`config.mk`:
```
export PLATFORM = sky130hd
export DESIGN_NAME = pipeline_exec_controller
export DESIGN_NICKNAME = d
export VERILOG_FILES = /design/src/rtl/pipeline_ctrl_pkg.sv /design/src/rtl/pipeline_exec_controller_load_use_detector.sv /design/src/rtl/pipeline_exec_controller.sv
export SDC_FILE = /design/constraint.sdc
export NUM_CORES = 1
export LEC_CHECK = 0
export ABC_AREA = 0
export BUFFER_PORTS_ARGS = -buffer_cell sky130_fd_sc_hd__buf_2
export CORE_ASPECT_RATIO = 0.6
export CORE_UTILIZATION = 35
export CTS_CLUSTER_SIZE = 20
export DETAILED_ROUTE_END_ITERATION = 12
export SLEW_MARGIN = 40
export SYNTH_ARGS = -nofsm -noshare
export SYNTH_HDL_FRONTEND = slang
export SYNTH_HIERARCHICAL = 1
export SYNTH_SLANG_ARGS = --single-unit
```
`constraint.sdc`:
```
create_clock -name i_clk -period 6.35 [get_ports i_clk]
set_input_delay 1.27 -clock i_clk [delete_from_list [all_inputs] [get_ports i_clk]]
set_output_delay 1.27 -clock i_clk [all_outputs]
set_load 0.01 [all_outputs]
```
`src/rtl/pipeline_ctrl_pkg.sv`:
```
// Shared definitions for the pipeline execution controller.
//   state_e        : FSM state encoding, also driven out on o_state
//   NB_CNT_DEFAULT : default width of the cycle and stall counters
package pipeline_ctrl_pkg;

  typedef enum logic [1:0] {
    STATE_IDLE   = 2'b00,
    STATE_RUN    = 2'b01,
    STATE_STEP   = 2'b10,
    STATE_HALTED = 2'b11
  } state_e;

  localparam int NB_CNT_DEFAULT = 32;

endpackage

```
`src/rtl/pipeline_exec_controller_load_use_detector.sv`:
```
// Load-use hazard detector. This block is purely combinational.
// It flags a hazard when the load in EX writes a nonzero register
// that the instruction in ID reads as rs or rt.
//   i_mem_read_ex : EX instruction is a load
//   i_rt_ex       : load destination register
//   i_rs_id       : rs of the ID instruction
//   i_rt_id       : rt of the ID instruction
//   o_load_use    : hazard, so stall IF/ID and bubble ID/EX
module load_use_detector #(
  parameter int NB_REG = 5
) (
  input  logic              i_mem_read_ex,
  input  logic [NB_REG-1:0] i_rt_ex,
  input  logic [NB_REG-1:0] i_rs_id,
  input  logic [NB_REG-1:0] i_rt_id,
  output logic              o_load_use
);

  // $zero is never a real dependency.
  assign o_load_use = i_mem_read_ex & (i_rt_ex != '0) &
                      ((i_rt_ex == i_rs_id) | (i_rt_ex == i_rt_id));

endmodule

```
`src/rtl/pipeline_exec_controller.sv`:
```
// Sequencing controller for the five-stage pipeline. It covers three jobs:
//   - run/step/halt control for the debug unit
//   - load-use stall
//   - IF/ID flush on a taken branch
// Ports:
//   i_clk, i_rst           : clock, asynchronous active-high reset
//   i_run_cmd/step/halt    : one-cycle debug command pulses
//   i_halt_instr_WB        : HALT instruction in WB
//   i_MemRead_from_EX, i_rt_from_EX, i_rs_from_ID, i_rt_from_ID : hazard inputs
//   i_branch_taken_ID      : taken branch/jump resolved in ID
//   o_pc_en, o_ifid_en, o_ifid_flush, o_idex_bubble, o_pipe_en : pipeline controls
//   o_state                : registered FSM state
//   o_cycle_count, o_stall_count : saturating counters
//   o_done                 : pulse after a step completes or HALT is reached
//
// state  | meaning
// IDLE   | pipeline frozen, waiting for run/step command
// RUN    | advancing every cycle until halt_cmd or HALT in WB
// STEP   | single advancing cycle, then back to IDLE (or HALTED)
// HALTED | HALT retired; frozen until reset
module pipeline_exec_controller
  import pipeline_ctrl_pkg::*;
#(
  parameter int NB_REG = 5,
  parameter int NB_CNT = NB_CNT_DEFAULT
) (
  input  logic              i_clk,
  input  logic              i_rst,
  input  logic              i_run_cmd,
  input  logic              i_step_cmd,
  input  logic              i_halt_cmd,
  input  logic              i_halt_instr_WB,
  input  logic              i_MemRead_from_EX,
  input  logic [NB_REG-1:0] i_rt_from_EX,
  input  logic [NB_REG-1:0] i_rs_from_ID,
  input  logic [NB_REG-1:0] i_rt_from_ID,
  input  logic              i_branch_taken_ID,
  output logic              o_pc_en,
  output logic              o_ifid_en,
  output logic              o_ifid_flush,
  output logic              o_idex_bubble,
  output logic              o_pipe_en,
  output logic [1:0]        o_state,
  output logic [NB_CNT-1:0] o_cycle_count,
  output logic [NB_CNT-1:0] o_stall_count,
  output logic              o_done
);

  state_e            state_q, state_d;
  logic [NB_CNT-1:0] cycle_q, cycle_d;
  logic [NB_CNT-1:0] stall_q, stall_d;
  logic              done_q, done_d;
  logic              load_use;
  logic              adv;

  load_use_detector #(.NB_REG(NB_REG)) u_load_use_detector (
    .i_mem_read_ex (i_MemRead_from_EX),
    .i_rt_ex       (i_rt_from_EX),
    .i_rs_id       (i_rs_from_ID),
    .i_rt_id       (i_rt_from_ID),
    .o_load_use    (load_use)
  );

  always_ff @(posedge i_clk or posedge i_rst) begin
    if (i_rst) begin
      state_q <= STATE_IDLE;
      cycle_q <= '0;
      stall_q <= '0;
      done_q  <= 1'b0;
    end else begin
      state_q <= state_d;
      cycle_q <= cycle_d;
      stall_q <= stall_d;
      done_q  <= done_d;
    end
  end

  always_comb begin
    state_d = state_q;
    done_d  = 1'b0;
    case (state_q)
      STATE_IDLE: begin
        if (i_run_cmd)       state_d = STATE_RUN;
        else if (i_step_cmd) state_d = STATE_STEP;
      end
      STATE_RUN: begin
        // A HALT retiring wins over a debugger halt in the same cycle.
        if (i_halt_instr_WB) begin
          state_d = STATE_HALTED;
          done_d  = 1'b1;
        end else if (i_halt_cmd) begin
          state_d = STATE_IDLE;
        end
      end
      STATE_STEP: begin
        state_d = i_halt_instr_WB ? STATE_HALTED : STATE_IDLE;
        done_d  = 1'b1;
      end
      default: state_d = STATE_HALTED;
    endcase
  end

  assign adv = (state_q == STATE_RUN) | (state_q == STATE_STEP);

  // Both counters saturate rather than wrap.
  always_comb begin
    cycle_d = cycle_q;
    stall_d = stall_q;
    if (adv && (cycle_q != '1))
      cycle_d = cycle_q + NB_CNT'(1);
    if (adv && load_use && (stall_q != '1))
      stall_d = stall_q + NB_CNT'(1);
  end

  // A stall takes priority over a flush. The branch re-resolves after the bubble.
  assign o_pipe_en     = adv;
  assign o_pc_en       = adv & ~load_use;
  assign o_ifid_en     = adv & ~load_use;
  assign o_idex_bubble = adv & load_use;
  assign o_ifid_flush  = adv & ~load_use & i_branch_taken_ID;

  assign o_state       = state_q;
  assign o_cycle_count = cycle_q;
  assign o_stall_count = stall_q;
  assign o_done        = done_q;

endmodule
```
## Word-level counts from Yosys, hierarchy flattened

Cells that the tools add are included.

| storage, ports and cells | value |
|---|---|
| memories kept | 0 |
| output and inout port bits | 72 |
| register bits | 67 |
| bits in writable memories | 0 |
| input port bits | 23 |
| bits in read-only memories | 0 |
| bits in latches | 0 |

| cells by class | value |
|---|---|
| multiply operators | 0 |
| bitwise gates (word level) | 8 |
| reductions and logical operators | 6 |
| equality and inequality tests | 8 |
| order comparisons | 0 |
| shift operators | 0 |
| mux-type cells | 8 |
| divide/modulo/power cells | 0 |
| add/subtract/negate cells | 2 |

Operators by type and width:

| kind | count |
|---|---|
| $add 32x1->32 const B | 2 |
| $ne 32x32->1 const B | 2 |
| $eq 5x5->1 | 2 |
| $mux 2 | 5 |
| $ne 3x3->1 const B | 2 |
| $pmux 2 s3 | 1 |
| $and 1x1->1 | 5 |
| $reduce_bool 5->1 | 1 |
| $logic_and 1x1->1 | 3 |
| $eq 2x1->1 const B | 1 |
| $eq 2x2->1 const B | 1 |
| $logic_not 2->1 | 1 |
| $or 1x1->1 | 2 |
| $pmux 1 s2 | 1 |
| $reduce_and 2->1 | 1 |
| $mux 1 | 1 |
| $not 1->1 | 1 |

## Longest topological paths before layout

| logic depth | value |
|---|---|
| word-level depth | 6 |
| mapped depth | 11 |

## Cells and area by module

The synthesis kept the hierarchy.

Modules (own cells, without submodules):

| module | area an instance (sq um) | seq. area each (sq um) | cells an instance | instances |
|---|---|---|---|---|
| pipeline_exec_controller | 3444.6 | 1676.6 | 326 | 1 |
| load_use_detector | 125.1 | 0.0 | 17 | 1 |

## Worst setup path before layout

Ideal clock, no wire load.

| timing path | value |
|---|---|
| path type | input-to-output |
| start point | input port i_rt_from_EX[1] |
| end point | output port o_ifid_flush |
| buffers on the path | 0 |
| data required time | 5.080 ns |
| arrival | 2.422 ns |
| setup slack | 2.658 ns |
| stages | 5 |
| cells stage by stage | or4_1 -> o21ai_1 -> a21oi_1 -> nor2b_1 -> and2_1 |

| between the ends | value |
|---|---|
| longest elaborated chain between the ends | 6 |
| elaborated cells on any way between the ends | 9 |
| classes of those cells | 2 x eq/ne; 6 x bitwise; 1 x reduce/logical |

RTL lines:

| element | RTL line | source |
|---|---|---|
| start, declared | pipeline_exec_controller.sv:34 | `input logic [NB_REG-1:0] i_rt_from_EX,` |
| $eq 5x5->1 / $reduce_bool 5->1 (equally long branches) | pipeline_exec_controller_load_use_detector.sv:21, pipeline_exec_controller_load_use_detector.sv:20 |  |
| $or 1x1->1 / $and 1x1->1 (equally long branches) | pipeline_exec_controller_load_use_detector.sv:21, pipeline_exec_controller_load_use_detector.sv:20 |  |
| $and 1x1->1 * | pipeline_exec_controller_load_use_detector.sv:20 | `assign o_load_use = i_mem_read_ex & (i_rt_ex != '0) &` |
| named net load_use | pipeline_exec_controller.sv:53 | `logic load_use;` |
| $not 1->1 * | - |  |
| $and 1x1->1 * | - |  |
| named net o_ifid_en | pipeline_exec_controller.sv:39 | `output logic o_ifid_en,` |
| $and 1x1->1 * | pipeline_exec_controller.sv:120 | `assign o_ifid_flush = adv & ~load_use & i_branch_taken_ID;` |
| end, declared | pipeline_exec_controller.sv:40 | `output logic o_ifid_flush,` |

Mark *: on every way through the listed nets, which the timed path passes. The rest lies on a longest branch.

## Worst setup path after layout

| timing path | value |
|---|---|
| start point | input port i_rt_from_EX[0] |
| end point | output port o_idex_bubble |

| between the ends | value |
|---|---|
| longest elaborated chain between the ends | 4 |
| elaborated cells on any way between the ends | 7 |
| classes of those cells | 2 x eq/ne; 4 x bitwise; 1 x reduce/logical |

RTL lines:

| element | RTL line | source |
|---|---|---|
| $eq 5x5->1 / $reduce_bool 5->1 (equally long branches) | pipeline_exec_controller_load_use_detector.sv:21, pipeline_exec_controller_load_use_detector.sv:20 |  |
| $or 1x1->1 / $and 1x1->1 (equally long branches) | pipeline_exec_controller_load_use_detector.sv:21, pipeline_exec_controller_load_use_detector.sv:20 |  |
| $and 1x1->1 * | pipeline_exec_controller_load_use_detector.sv:20 |  |
| named net load_use | pipeline_exec_controller.sv:53 |  |
| $and 1x1->1 * | pipeline_exec_controller.sv:119 | `assign o_idex_bubble = adv & load_use;` |
| end, declared | pipeline_exec_controller.sv:41 | `output logic o_idex_bubble,` |

Marks and branches as above.

==> metrics.cfg <==
[yosys]
yosys-top-cells-area=dfrtp_1 (47%), xnor2_1 (9.6%), xor2_1 (6.1%), nand3_1 (4.6%), nand4_1 (4.0%)
avgSynthCellArea_um2=10.4
syn_nets=372
synth_top_family_by_area=simple AND/OR/NAND/NOR gates
ys.warnings.count=6
yosysTopAreaCellShare_pct=47.0
synth_most_common_cell=dfrtp_1
yosys.area.top_type=dfrtp_1
ys.flop_type=dfrtp_1
syn_inst=343
ys_types=47
ys_seq_area_share_pct=47.0
synth_compound_area_share_pct=4.24
syn_area_um2=3570
synth-xor-area-share_pct=15.7
yosys.area_share.simple_pct=27.4
yosys_register_bits=67
synth_edf_count=0
synthArstFlopShare_pct=100
synth_mux_area_share_pct=1.65
synth-adder-area-share_pct=2.10
synthTopCellsByCount=dfrtp_1 (67), xnor2_1 (39), nand3_1 (33)

[worst_setup_path]
arrival_ns=2.63
crit_buf_inv=2
r2r_end=o_stall_count[31]$_DFFE_PP0P_
reg2regPathDepth=7
crit_path_frequent_cell=buf_2
cp_top_family=simple AND/OR/NAND/NOR gates
cp-end-kind=primary output
crit_chain=buf_2 -> xor2_1 -> nor3_1 -> nand3_1 -> a21oi_1 -> and2_1 -> buf_2
required_ns=5.08
worst_path_max_delay_cell=and2_1
cp_max_fo=8
crit_path_start_kind=input port
r2r_slack_ns=3.71
path_class=input port to primary output
max_stage_delay_ns=0.35
r2r-start=o_state[0]$_DFFE_PP0P_

[layout]
syn_to_final_growth_pct=25.3
seq_area_um2=1680
final_cell_area_um2=4470
nNetsFinal=472
antennaDiodeCount=0
final_layout_size_suffix_gt1_share_pct=28.9
n_fill_cell=975
multi_input_area_um2=1820

[power_and_ir_drop]
powerDensity_nw_per_um2=288
p_int_uw=908
p_sw_uw=380
p_sw_share_pct=29.5
ir_worst_vdd_v=0.000232
pwr-share-comb_pct=21.7
power_leakage_nw=2.22
clockPowerShare_pct=38.5
seqPwrFrac_pct=39.8
total_power_mw=1.29

[min_path]
hold_start=o_cycle_count[31]$_DFFE_PP0P_
hold_end=o_cycle_count[31]$_DFFE_PP0P_
whs_path_depth=1
hold_path_class=flop to flop

[cts]
clock_sinks=67
clock_latency_ns=0.32
cts-buffers-inserted=9
clk_pin_slew_ns=0.05
ctsHoldBuffers=0
clockRootBuffer=clkbuf_16
htree_levels=3
cts_resized=0
cts.path.max_buffers=2
cts_tree=done
cts_setup_buffers=0

[detailed_routing]
drtIter0Drc=226
wl_per_cell_um=15.0
vias=2951
drc=0
ant_nets=0
wl_um=8750
drt-pass1-iter-count=4
avgViaCountPerCell=5.07

[sta]
fin_skew_ns=0.00424
hold_viol_final=0
max_slew_margin_pct=51.8
fin_crit_ns=3.90
slew_viol_final=0
rsz0062_at_grt=false
setup_viol=0
setup_tns_ns=0
fin_crit_sh_pct=61.4
fmax_ghz=0.256
tightest_slew_ns=0.723

[global_routing]
gr-total-overflow=0
antenna_found_initial=0
grt_max_degree=68
grt_pass1_wl_um=13900
grt_pass1_vias=2729
grt_usage_pct=16.9

[die]
die_area_um2=10600
core_region_area_um2=9880
io-pin-count=95
die_w_um=132
die_h_um=80.2
initial_core_util_pct=36.1
rows=28

[placement]
portBuffers=94
globalplace.congestion=0.803
dpl_cell_area_um2=4180
hpwl_um=6470

[run_status]
outcome=complete, no violations

[job]
drv_cap=0

worst register-to-register path: stages, from the launching register on:
cell     delay, ns
dfrtp_1       0.43
inv_1         0.09
ha_1          0.54
and2_1        0.37
nand2_1       0.15
a21oi_2       0.57
nand4_1       0.20
xnor2_1       0.17
final cells by class:
cell class,instances,share of cell area [%]
clock buffers,13,5.82
clock inverters,2,0.783
inverters,7,0.587
multi-input cells,263,40.8
flip-flops and latches,67,37.5
well taps,135,3.78
repair buffers,95,10.8
routing by layer:
| layer | part of all wire [%] | global-route usage, % | routed length (um) | vias up |
|---|---|---|---|---|
| met5 | 0 | 0 | 0 | - |
| met2 | 40 | 21.9 | 3490 | 84 |
| met4 | 0.89 | 5.52 | 78 | 0 |
| met3 | 5.7 | 4.55 | 502 | 7 |
| li1 | - | - | - | 1418 |
| met1 | 53 | 26.0 | 4670 | 1442 |
flip-flops by register name (all words and copies together), names as in the netlist:
signal         count
o_cycle_count     32
o_done             1
o_stall_count     32
o_state            2
power groups by stage:
stage               Sequential, mW  Clock [mW]  Combinational (mW)
finish                       0.513       0.496               0.280
global route                 0.518       0.528               0.309
CTS                          0.513       0.510               0.284
detailed placement           0.519           0               0.282
global placement             0.518           0               0.273
floorplan                    0.524           0               0.172
cells by family after synthesis:
group	after synthesis
fa+ha+maj	6
flops	67
simple gates	165
compound gates	23
xor+xnor	64
buf+inv	13
mux	5
worst max-delay path by stage:
| stage | startpoint | end | slack [ns] | cells after the start |
|---|---|---|---|---|
| 2_1_floorplan | i_rt_from_EX[1] | o_ifid_flush | 2.66 | 5 |
| 4_1_cts | i_rt_from_EX[0] | o_idex_bubble | 2.44 | 7 |
| 3_5_place_dp | i_rt_from_EX[0] | o_idex_bubble | 2.44 | 7 |
| 6_report | i_rt_from_EX[0] | o_idex_bubble | 2.45 | 7 |
| 5_1_grt | i_rt_from_EX[0] | o_idex_bubble | 2.28 | 7 |
| 3_3_place_gp | i_rt_from_EX[0] | o_idex_bubble | 2.49 | 7 |
layout by cell type, fill, tap and decap left out, types with 6 or more instances in the layout:
master	n
nand4_1	23
xnor2_1	39
a21oi_1	9
nor3_1	16
clkbuf_16	9
and4_1	6
nor2_1	18
ha_1	6
inv_1	6
xor2_1	25
buf_2	94
and3_1	15
dfrtp_1	67
nand2_1	24
nand3_1	33
through the flow:
stage	worst slack (ns)	util, %	instances	hold WS [ns]
CTS	2.44	45.3	582	0.487
global placement	2.49	42.2	567	0.465
finish	2.45	45.3	582	0.478
global route	2.28	45.3	582	0.500
detailed placement	2.44	42.3	567	0.479
floorplan	2.66	-	343	0.516
Note: power is estimated with default switching activity, not from simulation.
